File: src/rtl/imem_dmem_arbiter_if.sv
// rtl/imem_dmem_arbiter_if.sv - fetch, load/store and memory port signals of the arbiter
// Purpose: bundles the three request/grant/response ports seen by imem_dmem_arbiter.
// Ports:
//   instr_* : fetch stage request/grant and response
//   data_*  : load/store unit request/grant and response
//   mem_*   : shared single memory port
//   resp_unexp_o : sticky flag for responses with no outstanding owner
// Modports: slave = arbiter view, master = environment (core + memory) view.
interface imem_dmem_arbiter_if;
  logic        instr_req_i;
  logic [31:0] instr_addr_i;
  logic        instr_gnt_o;
  logic        instr_rvalid_o;
  logic [31:0] instr_rdata_o;
  logic        instr_err_o;

  logic        data_req_i;
  logic        data_we_i;
  logic [3:0]  data_be_i;
  logic [31:0] data_addr_i;
  logic [31:0] data_wdata_i;
  logic        data_gnt_o;
  logic        data_rvalid_o;
  logic [31:0] data_rdata_o;
  logic        data_err_o;

  logic        mem_req_o;
  logic        mem_we_o;
  logic [3:0]  mem_be_o;
  logic [31:0] mem_addr_o;
  logic [31:0] mem_wdata_o;
  logic        mem_gnt_i;
  logic        mem_rvalid_i;
  logic [31:0] mem_rdata_i;
  logic        mem_err_i;

  logic        resp_unexp_o;

  modport slave (
    input  instr_req_i, instr_addr_i,
    output instr_gnt_o, instr_rvalid_o, instr_rdata_o, instr_err_o,
    input  data_req_i, data_we_i, data_be_i, data_addr_i, data_wdata_i,
    output data_gnt_o, data_rvalid_o, data_rdata_o, data_err_o,
    output mem_req_o, mem_we_o, mem_be_o, mem_addr_o, mem_wdata_o,
    input  mem_gnt_i, mem_rvalid_i, mem_rdata_i, mem_err_i,
    output resp_unexp_o
  );

  modport master (
    output instr_req_i, instr_addr_i,
    input  instr_gnt_o, instr_rvalid_o, instr_rdata_o, instr_err_o,
    output data_req_i, data_we_i, data_be_i, data_addr_i, data_wdata_i,
    input  data_gnt_o, data_rvalid_o, data_rdata_o, data_err_o,
    input  mem_req_o, mem_we_o, mem_be_o, mem_addr_o, mem_wdata_o,
    output mem_gnt_i, mem_rvalid_i, mem_rdata_i, mem_err_i,
    input  resp_unexp_o
  );
endinterface

File: src/rtl/imem_dmem_arbiter.sv
// rtl/imem_dmem_arbiter.sv - shares one req/gnt/rvalid memory port between fetch and load/store
// Purpose: data has priority over fetch, bounded by a starvation limit; a request that
//   is not granted immediately is locked until granted; an in-order owner FIFO routes
//   each response back to the requester that issued it.
// Ports:
//   clk  : clock, rising edge
//   rstn : asynchronous active-low reset
//   bus  : imem_dmem_arbiter_if.slave (fetch, load/store and memory ports)
module imem_dmem_arbiter #(
  parameter int MAX_OUTSTANDING = 2,
  parameter int STARVE_LIMIT    = 4
) (
  input  logic                 clk,
  input  logic                 rstn,
  imem_dmem_arbiter_if.slave   bus
);

  localparam logic [1:0] ST_IDLE   = 2'd0;
  localparam logic [1:0] ST_LOCK_I = 2'd1;
  localparam logic [1:0] ST_LOCK_D = 2'd2;

  localparam int PW = (MAX_OUTSTANDING > 1) ? $clog2(MAX_OUTSTANDING) : 1;
  localparam int CW = $clog2(MAX_OUTSTANDING + 1);
  localparam int SW = $clog2(STARVE_LIMIT + 1);

  localparam logic [PW-1:0] LAST_PTR   = PW'(MAX_OUTSTANDING - 1);
  localparam logic [CW-1:0] FULL_CNT   = CW'(MAX_OUTSTANDING);
  localparam logic [SW-1:0] STARVE_MAX = SW'(STARVE_LIMIT);

  logic [1:0]                 state_q, state_d;
  logic [MAX_OUTSTANDING-1:0] owner_q, owner_d;
  logic [PW-1:0]              wr_ptr_q, wr_ptr_d;
  logic [PW-1:0]              rd_ptr_q, rd_ptr_d;
  logic [CW-1:0]              count_q, count_d;
  logic [SW-1:0]              starve_cnt_q, starve_cnt_d;
  logic                       resp_unexp_q, resp_unexp_d;

  logic sel_data;
  logic sel_req;
  logic force_instr;
  logic fifo_empty;
  logic fifo_full;
  logic mem_req;
  logic grant;
  logic pop;
  logic head_owner;

  function automatic logic [PW-1:0] ptr_inc(input logic [PW-1:0] p);
    return (p == LAST_PTR) ? '0 : p + 1'b1;
  endfunction

  // Source selection: locked states only look at the locked source.
  always_comb begin
    sel_data    = 1'b0;
    sel_req     = 1'b0;
    force_instr = bus.instr_req_i && (starve_cnt_q == STARVE_MAX);
    case (state_q)
      ST_LOCK_I: begin
        sel_data = 1'b0;
        sel_req  = bus.instr_req_i;
      end
      ST_LOCK_D: begin
        sel_data = 1'b1;
        sel_req  = bus.data_req_i;
      end
      default: begin
        if (bus.data_req_i && !force_instr) begin
          sel_data = 1'b1;
          sel_req  = 1'b1;
        end else begin
          sel_data = 1'b0;
          sel_req  = bus.instr_req_i;
        end
      end
    endcase
  end

  // A response popping the head frees a slot in the same cycle, so a full FIFO
  // can still accept a grant when mem_rvalid_i is high.
  assign fifo_empty = (count_q == '0);
  assign pop        = bus.mem_rvalid_i && !fifo_empty;
  assign fifo_full  = (count_q == FULL_CNT) && !pop;
  assign mem_req    = sel_req && !fifo_full;
  assign grant      = mem_req && bus.mem_gnt_i;
  assign head_owner = owner_q[rd_ptr_q];

  always_comb begin
    bus.mem_req_o   = mem_req;
    bus.mem_we_o    = 1'b0;
    bus.mem_be_o    = 4'h0;
    bus.mem_addr_o  = 32'h0;
    bus.mem_wdata_o = 32'h0;
    if (sel_req) begin
      if (sel_data) begin
        bus.mem_we_o    = bus.data_we_i;
        bus.mem_be_o    = bus.data_be_i;
        bus.mem_addr_o  = bus.data_addr_i;
        bus.mem_wdata_o = bus.data_wdata_i;
      end else begin
        bus.mem_be_o    = 4'hF;
        bus.mem_addr_o  = bus.instr_addr_i;
      end
    end
  end

  assign bus.instr_gnt_o    = grant && !sel_data;
  assign bus.data_gnt_o     = grant && sel_data;
  assign bus.instr_rvalid_o = pop && !head_owner;
  assign bus.data_rvalid_o  = pop && head_owner;
  assign bus.instr_rdata_o  = bus.mem_rdata_i;
  assign bus.data_rdata_o   = bus.mem_rdata_i;
  assign bus.instr_err_o    = bus.mem_err_i;
  assign bus.data_err_o     = bus.mem_err_i;
  assign bus.resp_unexp_o   = resp_unexp_q;

  always_comb begin
    state_d = state_q;
    case (state_q)
      ST_IDLE: begin
        if (mem_req && !bus.mem_gnt_i) state_d = sel_data ? ST_LOCK_D : ST_LOCK_I;
      end
      ST_LOCK_I, ST_LOCK_D: begin
        // A blocked-by-full FIFO keeps the lock; a withdrawn request releases it.
        if (!sel_req || grant) state_d = ST_IDLE;
      end
      default: state_d = ST_IDLE;
    endcase
  end

  always_comb begin
    owner_d  = owner_q;
    wr_ptr_d = wr_ptr_q;
    rd_ptr_d = rd_ptr_q;
    count_d  = count_q;
    if (grant) begin
      owner_d[wr_ptr_q] = sel_data;
      wr_ptr_d          = ptr_inc(wr_ptr_q);
    end
    if (pop) rd_ptr_d = ptr_inc(rd_ptr_q);
    case ({grant, pop})
      2'b10:   count_d = count_q + 1'b1;
      2'b01:   count_d = count_q - 1'b1;
      default: count_d = count_q;
    endcase
  end

  always_comb begin
    starve_cnt_d = starve_cnt_q;
    if (!bus.instr_req_i) begin
      starve_cnt_d = '0;
    end else if (grant && !sel_data) begin
      starve_cnt_d = '0;
    end else if (grant && sel_data && (starve_cnt_q != STARVE_MAX)) begin
      starve_cnt_d = starve_cnt_q + 1'b1;
    end
  end

  // A response can never belong to a grant made in the same cycle.
  assign resp_unexp_d = resp_unexp_q || (bus.mem_rvalid_i && fifo_empty);

  always_ff @(posedge clk or negedge rstn) begin
    if (!rstn) begin
      state_q      <= ST_IDLE;
      owner_q      <= '0;
      wr_ptr_q     <= '0;
      rd_ptr_q     <= '0;
      count_q      <= '0;
      starve_cnt_q <= '0;
      resp_unexp_q <= 1'b0;
    end else begin
      state_q      <= state_d;
      owner_q      <= owner_d;
      wr_ptr_q     <= wr_ptr_d;
      rd_ptr_q     <= rd_ptr_d;
      count_q      <= count_d;
      starve_cnt_q <= starve_cnt_d;
      resp_unexp_q <= resp_unexp_d;
    end
  end

endmodule

File: src/flat_wrapper.sv
// flat-port wrapper written by rule: the top's interface ports become plain ports
module imem_dmem_arbiter_flat 
#(
  parameter int MAX_OUTSTANDING = 2,
  parameter int STARVE_LIMIT    = 4
)
  (clk, rstn, bus_instr_req_i, bus_instr_addr_i, bus_instr_gnt_o, bus_instr_rvalid_o, bus_instr_rdata_o, bus_instr_err_o, bus_data_req_i, bus_data_we_i, bus_data_be_i, bus_data_addr_i, bus_data_wdata_i, bus_data_gnt_o, bus_data_rvalid_o, bus_data_rdata_o, bus_data_err_o, bus_mem_req_o, bus_mem_we_o, bus_mem_be_o, bus_mem_addr_o, bus_mem_wdata_o, bus_mem_gnt_i, bus_mem_rvalid_i, bus_mem_rdata_i, bus_mem_err_i, bus_resp_unexp_o);
  imem_dmem_arbiter_if bus_i ();
  input  logic clk;
  input  logic rstn;
  input wire logic [$bits(bus_i.instr_req_i)-1:0] bus_instr_req_i;
  input wire logic [$bits(bus_i.instr_addr_i)-1:0] bus_instr_addr_i;
  output wire logic [$bits(bus_i.instr_gnt_o)-1:0] bus_instr_gnt_o;
  output wire logic [$bits(bus_i.instr_rvalid_o)-1:0] bus_instr_rvalid_o;
  output wire logic [$bits(bus_i.instr_rdata_o)-1:0] bus_instr_rdata_o;
  output wire logic [$bits(bus_i.instr_err_o)-1:0] bus_instr_err_o;
  input wire logic [$bits(bus_i.data_req_i)-1:0] bus_data_req_i;
  input wire logic [$bits(bus_i.data_we_i)-1:0] bus_data_we_i;
  input wire logic [$bits(bus_i.data_be_i)-1:0] bus_data_be_i;
  input wire logic [$bits(bus_i.data_addr_i)-1:0] bus_data_addr_i;
  input wire logic [$bits(bus_i.data_wdata_i)-1:0] bus_data_wdata_i;
  output wire logic [$bits(bus_i.data_gnt_o)-1:0] bus_data_gnt_o;
  output wire logic [$bits(bus_i.data_rvalid_o)-1:0] bus_data_rvalid_o;
  output wire logic [$bits(bus_i.data_rdata_o)-1:0] bus_data_rdata_o;
  output wire logic [$bits(bus_i.data_err_o)-1:0] bus_data_err_o;
  output wire logic [$bits(bus_i.mem_req_o)-1:0] bus_mem_req_o;
  output wire logic [$bits(bus_i.mem_we_o)-1:0] bus_mem_we_o;
  output wire logic [$bits(bus_i.mem_be_o)-1:0] bus_mem_be_o;
  output wire logic [$bits(bus_i.mem_addr_o)-1:0] bus_mem_addr_o;
  output wire logic [$bits(bus_i.mem_wdata_o)-1:0] bus_mem_wdata_o;
  input wire logic [$bits(bus_i.mem_gnt_i)-1:0] bus_mem_gnt_i;
  input wire logic [$bits(bus_i.mem_rvalid_i)-1:0] bus_mem_rvalid_i;
  input wire logic [$bits(bus_i.mem_rdata_i)-1:0] bus_mem_rdata_i;
  input wire logic [$bits(bus_i.mem_err_i)-1:0] bus_mem_err_i;
  output wire logic [$bits(bus_i.resp_unexp_o)-1:0] bus_resp_unexp_o;
  assign bus_i.instr_req_i = bus_instr_req_i;
  assign bus_i.instr_addr_i = bus_instr_addr_i;
  assign bus_instr_gnt_o = bus_i.instr_gnt_o;
  assign bus_instr_rvalid_o = bus_i.instr_rvalid_o;
  assign bus_instr_rdata_o = bus_i.instr_rdata_o;
  assign bus_instr_err_o = bus_i.instr_err_o;
  assign bus_i.data_req_i = bus_data_req_i;
  assign bus_i.data_we_i = bus_data_we_i;
  assign bus_i.data_be_i = bus_data_be_i;
  assign bus_i.data_addr_i = bus_data_addr_i;
  assign bus_i.data_wdata_i = bus_data_wdata_i;
  assign bus_data_gnt_o = bus_i.data_gnt_o;
  assign bus_data_rvalid_o = bus_i.data_rvalid_o;
  assign bus_data_rdata_o = bus_i.data_rdata_o;
  assign bus_data_err_o = bus_i.data_err_o;
  assign bus_mem_req_o = bus_i.mem_req_o;
  assign bus_mem_we_o = bus_i.mem_we_o;
  assign bus_mem_be_o = bus_i.mem_be_o;
  assign bus_mem_addr_o = bus_i.mem_addr_o;
  assign bus_mem_wdata_o = bus_i.mem_wdata_o;
  assign bus_i.mem_gnt_i = bus_mem_gnt_i;
  assign bus_i.mem_rvalid_i = bus_mem_rvalid_i;
  assign bus_i.mem_rdata_i = bus_mem_rdata_i;
  assign bus_i.mem_err_i = bus_mem_err_i;
  assign bus_resp_unexp_o = bus_i.resp_unexp_o;
  imem_dmem_arbiter #(.MAX_OUTSTANDING(MAX_OUTSTANDING), .STARVE_LIMIT(STARVE_LIMIT)) u_core (.clk(clk), .rstn(rstn), .bus(bus_i));
endmodule
File: config.mk
export PLATFORM = sky130hd
export DESIGN_NAME = imem_dmem_arbiter_flat
export DESIGN_NICKNAME = d
export VERILOG_FILES = /design/src/rtl/imem_dmem_arbiter_if.sv /design/src/rtl/imem_dmem_arbiter.sv /design/src/flat_wrapper.sv
export SDC_FILE = /design/constraint.sdc
export NUM_CORES = 1
export LEC_CHECK = 0
export BUFFER_PORTS_ARGS = -buffer_cell sky130_fd_sc_hd__buf_2
export CAP_MARGIN = 10
export CELL_PAD_IN_SITES_DETAIL_PLACEMENT = 2
export CELL_PAD_IN_SITES_GLOBAL_PLACEMENT = 2
export CORE_MARGIN = 5
export CORE_UTILIZATION = 13
export CTS_CLUSTER_DIAMETER = 80
export DETAILED_ROUTE_END_ITERATION = 8
export MAX_ROUTING_LAYER = met4
export PLACE_DENSITY_LB_ADDON = 0.3
export SLEW_MARGIN = 20
export SYNTH_ARGS = -nofsm -noshare
export SYNTH_HDL_FRONTEND = slang
export SYNTH_SLANG_ARGS = --single-unit
File: constraint.sdc
create_clock -name clk -period 4.85 [get_ports clk]
set_input_delay 1.2125 -clock clk [delete_from_list [all_inputs] [get_ports clk]]
set_output_delay 1.2125 -clock clk [all_outputs]
set_load 0.005 [all_outputs]
### Word-level counts from Yosys, hierarchy flattened

Cells that the tools add are included.

* $add $sub $neg: 5
* order comparisons: 3
* equality and inequality tests: 10
* mux-type cells: 27
* reductions and logical operators: 29

Operators by type and width (number)
* 32-bit two-way mux: 4
* 1-bit logical AND: 14
* 1-bit two-way mux: 9
* 3-bit two-way mux: 3
* 1-bit logical NOT: 8
* 4-bit two-way mux: 2
* 2-bit one-hot mux with 2 select lines: 2
* 2-bit == test, second input constant: 3
* 2-bit two-way mux: 3
* 2-bit by 1-bit == test with 1-bit output, second input constant: 2
* 2-bit logical NOT: 2
* 1-bit by 2-bit < comparator with 1-bit output, second input constant: 2
* 2-bit by 1-bit != test with 1-bit output, second input constant: 2
* 1-bit one-hot mux with 2 select lines: 2
* 3-bit by 1-bit adder with 3-bit output, second input constant: 1
* 3-bit == test, second input constant: 1
* 3-bit by 1-bit != test with 1-bit output, second input constant: 1
* 3-bit != test, second input constant: 1
* 1-bit adder, second input constant: 2
* 2-bit by 1-bit adder with 2-bit output, second input constant: 1
* 2-bit bitwise mux: 1
* 1-bit logical OR: 2
* 2-bit AND reduction: 1
* 2-bit nonzero test: 1
* other kinds (4): 4

* bits in registers: 12
* input bits: 140
* output and inout port bits: 141

### Depth between registers and ports, before layout

Gate-level depths: netlist (run 1).

* depth in word-level cells: 13
* depth in mapped cells: 8

### Least setup slack after synthesis (run 1)

Ideal clock, no wire load.

* kind: in2out
* start point: in bus_data_req_i
* end point: out bus_mem_addr_o[10]
* arrival: 2.088 ns
* setup slack: 1.549 ns
* stages on the path: 5
* path buffers: 1
* cells stage by stage: nor2b_1 -> a22oi_2 -> clkbuf_1 -> nand2_1 -> a21oi_1

* cells in the longest elaborated chain, start to end: 5
* elaborated cells between the ends (all ways): 7
* classes of those cells: mux (6); reduce/logical (1)

RTL lines
* start: declaration: RTL line flat_wrapper.sv:17 `input wire logic [$bits(bus_i.data_req_i)-1:0] bus_data_req_i;`
* 1-bit logical AND: RTL line imem_dmem_arbiter.sv:67 `if (bus.data_req_i && !force_instr) begin`
* 1-bit two-way mux: RTL line imem_dmem_arbiter.sv:67
* 1-bit one-hot mux with 2 select lines: RTL line imem_dmem_arbiter.sv:57 `case (state_q)`
* 32-bit two-way mux: RTL line imem_dmem_arbiter.sv:94 `if (sel_data) begin`
* 32-bit two-way mux *: RTL line imem_dmem_arbiter.sv:93 `if (sel_req) begin`
* end: declaration: RTL line flat_wrapper.sv:29 `output wire logic [$bits(bus_i.mem_addr_o)-1:0] bus_mem_addr_o;`

Mark *: on every way between the ends. The rest lies on a longest branch, timed or not.

### Final worst setup path (run 1)

* start point: in bus_instr_req_i
* end point: out bus_mem_wdata_o[6]

* cells in the longest elaborated chain, start to end: 7
* elaborated cells between the ends (all ways): 9
* classes of those cells: mux (6); reduce/logical (3)

RTL lines
* start: declaration: RTL line flat_wrapper.sv:11 `input wire logic [$bits(bus_i.instr_req_i)-1:0] bus_instr_req_i;`
* 1-bit logical AND: RTL line imem_dmem_arbiter.sv:56 `force_instr = bus.instr_req_i && (starve_cnt_q == STARVE_MAX);`
* 1-bit logical NOT: RTL line imem_dmem_arbiter.sv:67
* 1-bit logical AND: RTL line imem_dmem_arbiter.sv:67
* 1-bit two-way mux: RTL line imem_dmem_arbiter.sv:67
* 1-bit one-hot mux with 2 select lines: RTL line imem_dmem_arbiter.sv:57
* 32-bit two-way mux: RTL line imem_dmem_arbiter.sv:94
* 32-bit two-way mux *: RTL line imem_dmem_arbiter.sv:93
* end: declaration: RTL line flat_wrapper.sv:30 `output wire logic [$bits(bus_i.mem_wdata_o)-1:0] bus_mem_wdata_o;`

Marks and branches as above.

==> summary.txt, run 1 <==
Yosys
  • Leading post-synthesis cells by cell area: buf_4 26%, dfrtp_1 15%, nand2_1 13%
  • Post-Synth XOR/XNOR Area: 0.0223
  • #FFs+latches synth: 12
  • Ys Warns: 0
  • Asr flop ratio synth: 1.00
  • EDFF count, synth: 0
  • Sequential area share after synthesis: 0.153
  • Post-Synth Adder-Cell Area: 0.0382
  • Synth cell types: 33
  • Total nets after synthesis: 443
  • Compound-Gate Fraction of Synth Area: 0.161
  • Synth Area in Simple Gates: 0.307
  • Largest family of logic cells by synthesized area: simple AND/OR/NAND/NOR gates
  • Largest area contributor in the netlist: buf_4
  • Primary FF master, synth: dfrtp_1
  • Share of the synthesized area in the top cell type: 0.256
  • Cell count after synthesis: between 200 and 300
  • Avg Cell Area, Syn: 6.61 um2
  • Mux contribution to synthesized area: 0.0153
  • Synth Cell Area: ~0.002 mm2

Power and ir drop
  • Lkg Pwr: around 1.5 nW
  • PwrDens: slightly above 500 mW/mm2
  • VDD IR max: between 0.1 and 0.15 mV

Clocking
  • CTS tree: done
  • Longest Clk Path Bufs: 2
  • H-tree levels: 1
  • Post-CTS Setup Inserts: 0
  • Cts bufs inserted: 3
  • Post-CTS Resized: 0
  • Cts hold-fix bufs: 0
  • Clock slew at reported path FFs: roughly 40 ps
  • Clock Latency Late Sink: 240 ps
  • Clock Sink Count: 12
  • Root buf cell: clkbuf_16

Status
  • Outcome: finished, final reports clean

Floorplan
  • Row count: 45
  • Initial Util: 0.131
  • Die H: 133 um
  • IO Count: ~280
  • Die area: 0.0177 mm2
  • Core Footprint: 0.0150 mm2
  • Overall die width: 133 um

Setup path
  • Worst Path Arrival: 2690 ps
  • Cells along the critical path: buf_2 -> a22o_1 -> nor2_4 -> buf_4 -> nor2_1 -> buf_4 -> and2_1 -> buf_2
  • CP peak stage delay: between 200 and 300 ps
  • Endpoint class of the critical path: primary output
  • WP data required: 3640 ps
  • CP top delay family: buffers and inverters
  • RR Startpoint: u_core.state_q[0]$_DFFE_PN0P_
  • Buf/Inv on CP: 4
  • Worst Setup SP: bus_instr_req_i
  • Critical Path Fanout Max: 33
  • Slowest-stage cell, CP: a22o_1
  • Startpoint types: primary input
  • Worst Path Class, Setup: primary input to primary output

Timing
  • Min Tclk post-route: 3900 ps
  • Slew HR: 0.510
  • Final Worst Setup Slack: 949 ps
  • Fmax achieved: roughly 260 MHz
  • Worst-margin pin slew: 717 ps
  • Endpoints failing setup: 0
  • Post-route clock period utilization: 0.804
  • RSZ-0062 raised after global routing: false
  • Setup TNS: 0 ps
  • Max Slew Vio Count: 0
  • Skew final: 0.499 ps
  • Fin. Hold Viols: 0

Cells and area
  • Register area: between 300 and 400 um2
  • Area of the multi-input gates: between 0.001 and 0.0015 mm2
  • Area growth from synthesis to layout: 36.9%
  • Fraction of layout cells with a size suffix above 1: 0.480
  • Final Cell Area: 0.00269 mm2
  • Nets: 553
  • Fill cell count: about 1800
  • Fin util: 0.179
  • Commonest non-fill, non-tap cell in the layout: buf_2
  • Most frequent cells in the layout: 181 x buf_2, 70 x nand2_1, 33 x and2_1, 33 x a21oi_1, 17 x nor2_1
  • Ant. Diodes: 0

Drt
  • Starting DRC count in detailed routing: 39
  • Pre-Repair DR Iteration Count: 4
  • Total Wirelength: 8.52 mm
  • Post-route ant nets: 0
  • Via density: 3.89
  • Vias: 2310
  • Remaining DRCs: 0
  • WL per Instance: 14.3 um

Placement
  • Dpl ws: 904 ps
  • HPWL after DPL: roughly 7.3 mm
  • Placer Congestion: roughly 0.75
  • Port bufs: 181
  • Placed Area: 0.00260 mm2

Global route
  • Grt ovf: 0
  • Initial antenna violation count: 0
  • GRT Total Usage: 0.0922
  • First-pass GRT wire length: 13.1 mm
  • Pin count of the biggest net entering global routing: 34
  • Vias in the first global route: 2595

Run
  • Max cap viols: 0

Worst hold path
  • Min-Delay Path Class: flip-flop to flip-flop
  • Origin of the worst min-delay path: u_core.rd_ptr_q$_DFFE_PN0P_
==> cell families (layout without fill, tap and decap cells) <==
group                      after synthesis  count (layout)
DFF                                     12              12
and+or+nand+nor                        131             131
AOI/OAI and AO/OA                       51              51
buffers and inverters                   89             198
muxes                                    3               3
xor gates and xnor gates                 5               5
adders and majority gates                6               6
==> stage by stage <==
stage	cells	total power [W]	hold slack [ps]
finish	594	0.00136	490
global placement	590	0.00122	453
detailed placement	590	0.00124	479
CTS	594	0.00142	497
global route	594	0.00153	520
floorplan	297	0.000776	450
==> final cells by class <==
class	instances	share of cell area
Inverter	7	0.00978
Clock buffer	4	0.0331
Sequential cell	12	0.112
Multi-Input combinational cell	196	0.399
Tap cell	188	0.0875
Timing Repair Buffer	187	0.358
==> final timing paths <==
kind	endpoint	slack [ps]	depth (start not counted)
min	u_core.rd_ptr_q$_DFFE_PN0P_	490	1
max	bus_mem_wdata_o[6]	950	8
min reg2reg	u_core.rd_ptr_q$_DFFE_PN0P_	490	1
min in group asynchronous	u_core.count_q[1]$_DFFE_PN0P_	850	1
max in group asynchronous	u_core.owner_q[1]$_DFFE_PN0P_	3780	1
max reg2reg	u_core.count_q[1]$_DFFE_PN0P_	2580	7
==> cells in the mapped netlist, drive strengths merged, types with 3 or more instances <==
master / n
a21oi: 33
and2: 33
buf: 76
clkbuf: 6
dfrtp: 12
ha: 6
inv: 7
mux2i: 3
nand2: 70
nand3: 3
nor2: 18
o21ai: 3
xnor2: 4
==> metal layers <==
metal | part of all wire | track usage | vias up
met5 | 0 | - | -
met3 | 0.099 | 0.0278 | 14
met2 | 0.51 | 0.167 | 136
met4 | 0.011 | 0.0173 | 0
li1 | - | - | 1104
met1 | 0.38 | 0.0999 | 1056
==> report_power, final <==
group,total (W),internal [W],switching (W)
logic,0.00103,0.000448,0.000577
clock network,0.000166,0.000124,0.0000419
registers,0.000170,0.000136,0.0000346
==> worst reg2reg max path: cells and delay by family (launching register included) <==
family	cells	cell delay [ps]
AO/OA/AOI/OAI	2	660
XOR/XNOR	1	170
adder cells (fa/ha/maj)	2	760
buffers and inverters	1	80
flip-flops	1	380
AND/OR/NAND/NOR	1	140
==> sequential cells by signal, summed over array words and instances, names as in the netlist <==
name and flops:
u_core.starve_cnt_q 3, u_core.state_q 2, u_core.wr_ptr_q 1, u_core.bus.resp_unexp_o 1, u_core.rd_ptr_q 1, u_core.count_q 2
u_core.owner_q 2
No activity file was read; power rests on OpenSTA's default activity.
==> run 2, diff against run 1 <==
--- a/config.mk
+++ b/config.mk
@@ -10,7 +10,7 @@
 export CELL_PAD_IN_SITES_DETAIL_PLACEMENT = 2
 export CELL_PAD_IN_SITES_GLOBAL_PLACEMENT = 2
 export CORE_MARGIN = 5
-export CORE_UTILIZATION = 13
+export CORE_UTILIZATION = 11
 export CTS_CLUSTER_DIAMETER = 80
 export DETAILED_ROUTE_END_ITERATION = 8
 export MAX_ROUTING_LAYER = met4
==> constraint.sdc (replaced) <==
create_clock -name clk -period 3.4 [get_ports clk]
set_input_delay 0.85 -clock clk [delete_from_list [all_inputs] [get_ports clk]]
set_output_delay 0.85 -clock clk [all_outputs]
set_load 0.005 [all_outputs]
==> summary.txt, run 2 (same netlist as run 1, synthesis figures left out) <==
Cells and area
  • Fin util: 0.158
  • Nets: 556
  • Fraction of layout cells with a size suffix above 1: 0.484
  • Area growth from synthesis to layout: 39.9%
  • Commonest non-fill, non-tap cell in the layout: buf_2
  • Most frequent cells in the layout: 181 x buf_2, 70 x nand2_1, 33 x and2_1, 33 x a21oi_1, 17 x nor2_1
  • Top reg by flops: u_core.starve_cnt_q
  • Non-filler cells, final: 635
  • Final Cell Area: roughly 0.0027 mm2
  • Max FFs per register: 3

Timing
  • Fin. Hold Viols: 0
  • Max Slew Vio Count: 0
  • RSZ-0062 raised after global routing: false
  • Worst-margin pin slew: 640 ps
  • Post-route clock period utilization: 0.922
  • Fmax achieved: 319 MHz
  • Endpoints failing setup: 0
  • Slew HR: 0.562
  • Setup TNS: 0 ps
  • Skew final: between 1 and 1.5 ps
  • Min Tclk post-route: 3130 ps

Drt
  • WL per Instance: 14.2 um
  • Starting DRC count in detailed routing: 33
  • Post-route ant nets: 0
  • Pre-Repair DR Iteration Count: 2
  • Remaining DRCs: 0
  • Total Wirelength: 9.02 mm
  • Vias: 2344
  • Via density: 3.69

Clocking
  • Cts hold-fix bufs: 0
  • H-tree levels: 1
  • Clock slew at reported path FFs: 50 ps
  • Root buf cell: clkbuf_16
  • Cts bufs inserted: 3
  • CTS tree: done
  • Clock Sink Count: 12
  • Clock Latency Late Sink: roughly 240 ps
  • Longest Clk Path Bufs: 2
  • Post-CTS Resized: 0
  • Post-CTS Setup Inserts: 0

Floorplan
  • Die H: 144 um
  • Row count: 48
  • Core Footprint: 0.0174 mm2
  • IO Count: 281
  • Initial Util: 0.113
  • Overall die width: 144 um
  • Die area: 0.0206 mm2

Status
  • Outcome: finished, final reports clean

Setup path
  • Slowest-stage cell, CP: ha_1
  • Startpoint types: flip-flop
  • Crit Reg-Reg Endpoint: u_core.count_q[1]$_DFFE_PN0P_
  • Worst Path Arrival: between 2000 and 2500 ps
  • Flop-to-flop setup slack: 1190 ps
  • Worst Path Class, Setup: flip-flop to primary output
  • CP peak stage delay: 390 ps
  • RR Startpoint: u_core.state_q[0]$_DFFE_PN0P_
  • Cells along the critical path: inv_1 -> ha_1 -> nor2b_1 -> a22o_1 -> buf_4 -> nand2_1 -> a21oi_1 -> buf_2
  • WP data required: 2550 ps
  • Endpoint class of the critical path: primary output
  • Critical Path Fanout Max: 13
  • R2R cell count: 9

Power and ir drop
  • Lkg Pwr: ~1.5 nW
  • PwrDens: between 700 and 800 mW/mm2
  • VDD IR max: 0.163 mV

Global route
  • First-pass GRT wire length: between 10 and 15 mm
  • Vias in the first global route: approximately 2600
  • Grt ovf: 0
  • Initial antenna violation count: 1
  • GRT Total Usage: 0.0820
  • Pin count of the biggest net entering global routing: 34

Placement
  • Cells after DPL: 630
  • HPWL after DPL: between 7 and 8 mm
  • Placed Area: ~0.0027 mm2
  • Port bufs: 181
  • Placer Congestion: 0.705

Worst hold path
  • Hold Path Stages: 1
  • Min-Delay Path Class: flip-flop to flip-flop
  • Hold-critical path endpoint: u_core.bus.resp_unexp_o$_DFF_PN0_
  • Origin of the worst min-delay path: u_core.bus.resp_unexp_o$_DFF_PN0_

Run
  • Max cap viols: 0
==> run 2: cell count changes in the layout (fill, tap and decap cells not counted), sizes merged <==
cell / previous run / this run
buf: 187 / 190
diode: 0 / 1
==> run 2: layout make-up <==
type                            instances  area, um2
Antenna cell                            1       2.50
Clock buffer                            4       88.8
Fill cell                            2172      14700
Inverter                                7       26.3
Multi-Input combinational cell        196       1070
Sequential cell                        12        300
Tap cell                              225        282
Timing Repair Buffer                  190        973
==> run 2: per-layer routing <==
| metal | up-vias | wire (um) | GRT usage |
|---|---|---|---|
| met3 | 26 | 747 | 0.0173 |
| met5 | - | 0 | - |
| met1 | 1084 | 3470 | 0.0896 |
| met4 | 0 | 163 | 0.0243 |
| met2 | 122 | 4640 | 0.149 |
| li1 | 1112 | - | - |
==> run 2: worst max path at each step <==
stage                         end  depth (start not counted)                     startpoint  slack (ps)
3_5_place_dp    bus_mem_addr_o[3]                          7                bus_instr_req_i         320
6_report       bus_mem_addr_o[27]                          8  u_core.state_q[0]$_DFFE_PN0P_         270
2_1_floorplan  bus_mem_addr_o[10]                          5                 bus_data_req_i         820
5_1_grt         bus_mem_addr_o[3]                          8  u_core.state_q[0]$_DFFE_PN0P_          80
3_3_place_gp   bus_mem_addr_o[27]                          7                bus_instr_req_i         330
4_1_cts        bus_mem_addr_o[27]                          8  u_core.state_q[0]$_DFFE_PN0P_         210
==> run 2: stage by stage <==
step	power (W)	hold slack, ps	worst slack [ps]
4_1_cts	0.00205	464	212
3_3_place_gp	0.00175	437	328
2_1_floorplan	0.00111	450	824
3_5_place_dp	0.00179	446	317
6_report	0.00197	456	266
5_1_grt	0.00219	492	76.3
==> run 2: power by group <==
| part | switching, W | internal (W) | total, W |
|---|---|---|---|
| clock network | 0.0000689 | 0.000178 | 0.000247 |
| registers | 0.0000498 | 0.000193 | 0.000243 |
| logic | 0.000837 | 0.000646 | 0.00148 |
| total | 0.000955 | 0.00102 | 0.00197 |
==> run 2: worst max-delay path, delay by kind of cell (launching register included) <==
family | cells | cell delay [ps]
adder cells (fa/ha/maj) | 1 | 390
AND/OR/NAND/NOR | 2 | 300
buffers and inverters | 3 | 480
AO/OA/AOI/OAI | 2 | 490
flip-flops | 1 | 370
